<file path="src/rtl/sw_pkg.sv">
// Shared types and constants for the stopwatch controller and its BCD digit cells.
package sw_pkg;

    typedef enum logic [1:0] {
        IDLE = 2'd0,
        RUN  = 2'd1,
        STOP = 2'd2,
        DONE = 2'd3
    } state_t;

    localparam logic [3:0] DIG_MAX = 4'd9;
    localparam logic [3:0] DIG_MIN = 4'd0;

    // A non-decimal nibble from the preset bus is pinned to 9 so a digit never leaves 0..9.
    function automatic logic [3:0] bcd_clamp(input logic [3:0] d);
        return (d > DIG_MAX) ? DIG_MAX : d;
    endfunction

endpackage

</file>
<file path="src/rtl/bcd_digit_ud.sv">
// One BCD up/down digit: load, step on enable & carry-in, carry/borrow out, async reset.
module bcd_digit_ud
    import sw_pkg::*;
(
    input  logic       clk,
    input  logic       rst,
    input  logic       load,
    input  logic [3:0] load_val,
    input  logic       en,
    input  logic       dn,
    input  logic       cin,
    output logic [3:0] q,
    output logic [3:0] nxt,
    output logic       cout
);

    always_comb begin
        nxt  = q;
        cout = 1'b0;
        if (load) begin
            nxt = bcd_clamp(load_val);
        end else if (en && cin) begin
            if (!dn) begin
                if (q >= DIG_MAX) begin
                    nxt  = DIG_MIN;
                    cout = 1'b1;
                end else begin
                    nxt = q + 4'd1;
                end
            end else begin
                if (q == DIG_MIN) begin
                    nxt  = DIG_MAX;
                    cout = 1'b1;
                end else begin
                    nxt = q - 4'd1;
                end
            end
        end
    end

    always_ff @(posedge clk or posedge rst) begin
        if (rst) begin
            q <= DIG_MIN;
        end else begin
            q <= nxt;
        end
    end

endmodule

</file>
<file path="src/rtl/sw_ctrl_lap.sv">
// Stopwatch controller: button edge decode, run/stop/countdown FSM, BCD counter and lap freeze.
module sw_ctrl_lap
    import sw_pkg::*;
#(
    parameter int DIGITS = 4,
    parameter int BW     = 4 * DIGITS
) (
    input  logic          clk,
    input  logic          rst_btn,
    input  logic          ss_btn,
    input  logic          c_btn,
    input  logic          lap_btn,
    input  logic          m_sec,
    input  logic          mode,
    input  logic [BW-1:0] preset,
    output logic          timer_on,
    output logic          timer_clr,
    output logic          lap_hold,
    output logic [BW-1:0] disp_bcd,
    output logic          done
);

    state_t        state, state_nxt;
    logic          dir;
    logic          ss_q, c_q, lap_q;
    logic          ss_e, c_e, lap_e;
    logic          clr_q;
    logic          go_idle, hold_nxt, capture;
    logic          step, load, hit_zero;
    logic [BW-1:0] load_bus, count, count_nxt, lap_val;
    logic [DIGITS:0] carry;

    assign ss_e  = ss_btn  & ~ss_q;
    assign c_e   = c_btn   & ~c_q;
    assign lap_e = lap_btn & ~lap_q;

    assign step     = (state == RUN) && m_sec;
    assign load     = (state == IDLE) || go_idle;
    assign load_bus = mode ? preset : '0;
    assign carry[0] = 1'b1;

    for (genvar g = 0; g < DIGITS; g++) begin : g_digit
        bcd_digit_ud u_digit (
            .clk      (clk),
            .rst      (rst_btn),
            .load     (load),
            .load_val (load_bus[4*g +: 4]),
            .en       (step),
            .dn       (dir),
            .cin      (carry[g]),
            .q        (count[4*g +: 4]),
            .nxt      (count_nxt[4*g +: 4]),
            .cout     (carry[g+1])
        );
    end

    // Countdown landed on zero this cycle without borrowing out of the top digit.
    assign hit_zero = step && dir && (count_nxt == '0) && !carry[DIGITS];

    always_comb begin
        state_nxt = state;
        go_idle   = 1'b0;
        hold_nxt  = lap_hold;
        capture   = 1'b0;
        case (state)
            IDLE: begin
                if (ss_e && !(mode && (preset == '0))) state_nxt = RUN;
            end
            RUN: begin
                if (hit_zero)  state_nxt = DONE;
                else if (ss_e) state_nxt = STOP;
                if (lap_e) begin
                    hold_nxt = ~lap_hold;
                    capture  = ~lap_hold;
                end
            end
            STOP: begin
                if (c_e) begin
                    state_nxt = IDLE;
                    go_idle   = 1'b1;
                    hold_nxt  = 1'b0;
                end else begin
                    if (ss_e)  state_nxt = RUN;
                    if (lap_e) hold_nxt  = 1'b0;
                end
            end
            DONE: begin
                if (c_e) begin
                    state_nxt = IDLE;
                    go_idle   = 1'b1;
                    hold_nxt  = 1'b0;
                end
            end
            default: state_nxt = IDLE;
        endcase
    end

    always_ff @(posedge clk or posedge rst_btn) begin
        if (rst_btn) begin
            state    <= IDLE;
            dir      <= 1'b0;
            ss_q     <= 1'b0;
            c_q      <= 1'b0;
            lap_q    <= 1'b0;
            clr_q    <= 1'b0;
            lap_hold <= 1'b0;
        end else begin
            state    <= state_nxt;
            ss_q     <= ss_btn;
            c_q      <= c_btn;
            lap_q    <= lap_btn;
            clr_q    <= go_idle;
            lap_hold <= hold_nxt;
            if (state == IDLE) dir <= mode;
        end
    end

    // Snapshot is only visible while lap_hold is set, so it needs no reset.
    always_ff @(posedge clk) begin
        if (capture) lap_val <= count_nxt;
    end

    assign timer_on  = (state == RUN);
    assign done      = (state == DONE);
    assign timer_clr = rst_btn | clr_q;
    assign disp_bcd  = lap_hold ? lap_val : count;

endmodule
</file>
<file path="config.mk">
export PLATFORM = sky130hd
export DESIGN_NAME = sw_ctrl_lap
export DESIGN_NICKNAME = d
export VERILOG_FILES = /design/src/rtl/sw_pkg.sv /design/src/rtl/bcd_digit_ud.sv /design/src/rtl/sw_ctrl_lap.sv
export SDC_FILE = /design/constraint.sdc
export NUM_CORES = 1
export LEC_CHECK = 0
export ABC_AREA = 1
export BUFFER_PORTS_ARGS = -buffer_cell sky130_fd_sc_hd__buf_2
export CORE_MARGIN = 4
export CORE_UTILIZATION = 62
export CTS_CLUSTER_DIAMETER = 50
export DETAILED_ROUTE_END_ITERATION = 12
export PLACE_DENSITY = 0.85
export SLEW_MARGIN = 20
export SYNTH_ARGS = -nofsm -noshare
export SYNTH_HDL_FRONTEND = slang
export SYNTH_SLANG_ARGS = --single-unit
</file>
<file path="constraint.sdc">
create_clock -name clk -period 6.3 [get_ports clk]
set_clock_uncertainty 0.1 [all_clocks]
set_input_delay 1.26 -clock clk [delete_from_list [all_inputs] [get_ports clk]]
set_output_delay 1.26 -clock clk [all_outputs]
set_load 0.005 [all_outputs]
</file>
==> impl_metrics.toml <==
[clocking]
holdBufCountCts = 0
cts_tree = "done"
cts_setup_buffers = 0
path_clk_slew_ns = 0.07
cts.path.max_buffers = 2
cts_sinks = 40
cts_max_level = 2
numCtsBuffers = 5
cts_resized = 0
clk_latency_ns = 0.29
clockRootBuffer = "clkbuf_8"

[power_and_ir_drop]
pwr_density_cell_mw_per_mm2 = 495.1
power_mw = 1.653
leakagePower_nw = 1.727
ir_worst_vdd_mv = 0.3310

[die]
pin_count = 43
num_rows = 25
initial_utilization = 0.6419
core_mm2 = 0.004723
die_area_mm2 = 0.006072
die_h_um = 77.93
die_w_um = 77.93

[routing]
firstDrtPassIters = 7
avgViaCountPerCell = 5.599
drc_errors = 0
wl_mm = 7.419
num_vias = 2962
final_antenna_net_count = 0
avgRoutedWirePerCell_um = 14.02
drt_iter0_drc = 249

[global_routing]
grt_start_max_net_pins = 36
groute.usage.overall = 0.2538
antenna_found_initial = 0
grt_pass1_vias = 2760
grt_pass1_wl_mm = 12.48
overflow = 0

[setup_path]
reg2reg_setup_slack_ns = 3.60
cp-end-kind = "primary output"
cp-start-kind = "input pin"
cp_max_fo = 2
crit_type = "input pin to primary output"
cp.required_ns = 4.94
cp.arrival_ns = 1.74

[layout]
nNetsFinal = 498
insertedDiodeCount = 0
multi_input_area_mm2 = 0.001680
final_common_cell = "nand2_1"
fillCellCount = 403
area_growth_pct = 10.15
layout.cells.most_common_list = "122 x nand2_1, 48 x nand3_1, 45 x inv_1, 42 x buf_2, 35 x nor2_1"
drive_gt1_frac = 0.1926
seq_area_mm2 = 0.001082

[sta]
fin_ws_ns = 3.197
rsz0062_at_grt = "false"
fmax_ghz = 0.3223
worst_pin_slew_ns = 1.001
maxSlewViolCount = 0
maxSlewHeadroom = 0.3320
fin_crit_sh = 0.4925
setup_viol = 0
tns_ns = 0
min_period_ns = 3.103
finalHoldViolCount = 0

[placed_design]
gp_congestion = 0.9584
hpwl_mm = 5.462
io_buffers = 42
dp_slack_ns = 3.121

[synthesis]
synth-seq-cells = 40
synth-warning-count = 0
synthTopCellsByArea = "dfrtp_1 20%, edfxtp_1 16%, nand2_1 15%"
synthCells = 424
synth_fp_nets = 461
avgSynthCellArea_um2 = 7.150
synth_seq_area_share = 0.3566
syn_area_mm2 = 0.003032
yosys.cell_types.count = 32
synth_top_area_frac = 0.1981
synth_top_cell_by_area = "dfrtp_1"

[hold_path]
hold_path_class = "flip-flop to flip-flop"

[run]
max_cap_viol_count = 0

[run_status]
status = "finished clean"
==> registers in the layout, indices dropped and copies added (netlist names) <==
signal,cells
ss_q,1
lap_val,16
state,2
lap_q,1
lap_hold,1
dir,1
c_q,1
clr_q,1
g_digit.u_digit.q,16
==> kinds of logic (layout without fill, tap and decap cells) <==
group,Yosys count,count (layout),synth area share
AO/OA/AOI/OAI,45,45,0.08502
XOR/XNOR,7,7,0.02022
adder cells (fa/ha/maj),14,14,0.05778
buffers and inverters,66,104,0.09285
flip-flops,40,40,0.3566
AND/OR/NAND/NOR,252,252,0.3875
==> layout make-up <==
cell class	instances	share of cell area
clock buffers	7	0.02286
clock inverters	1	0.001124
repair buffers	42	0.06295
flip-flops and latches	40	0.3241
multi-input cells	318	0.5032
well taps	67	0.02510
inverters	54	0.06070
==> layer usage <==
layer	track usage	share of wire	routed length, um
met1	0.3395	0.44	3230
met2	0.4187	0.46	3435
met3	0.04292	0.084	624
met4	0.08217	0.017	127
met5	0	0	0
==> where the power goes <==
part | total, mW | switching, mW | internal (mW) | leakage [nW]
registers | 0.507 | 0.141 | 0.366 | 0.452
clock network | 0.159 | 0.0823 | 0.0771 | 0.0399
logic | 0.987 | 0.638 | 0.348 | 1.24
==> metrics by stage <==
stage / hold slack [ns] / instances / instance area, um2 / utilization
detailed placement: 0.4438 / 521 / 3258 / 0.6898
CTS: 0.4526 / 529 / 3338 / 0.7068
finish: 0.4501 / 529 / 3339 / 0.7070
global placement: 0.4176 / 521 / 3258 / 0.6898
global route: 0.4854 / 529 / 3339 / 0.7070
floorplan: 0.4037 / 424 / 3032 / -
==> Yosys cell counts (all sizes together) <==
cell,count
nor4,2
nand3,54
inv,54
or2,2
nand3b,1
nor3,6
clkbuf,5
ha,14
nor2,46
a31o,1
xor2,7
o21ai,26
dfrtp,24
buf,7
nand4,11
nand2,130
edfxtp,16
o211ai,1
a21oi,17
==> critical path, stage by stage <==
cell and delay, ns:
buf_2 0.10, or2_2 0.26, buf_2 0.13
==> worst paths after layout <==
check                         from   endpoint  cells after the start
max                        rst_btn  timer_clr                      3
min                            c_q      clr_q                      3
max reg2reg                    dir   state[0]                     14
min reg2reg                    c_q      clr_q                      3
max in group asynchronous  rst_btn   lap_hold                      2
min in group asynchronous  rst_btn   state[1]                      2
No activity file was read; power rests on OpenSTA's default activity.
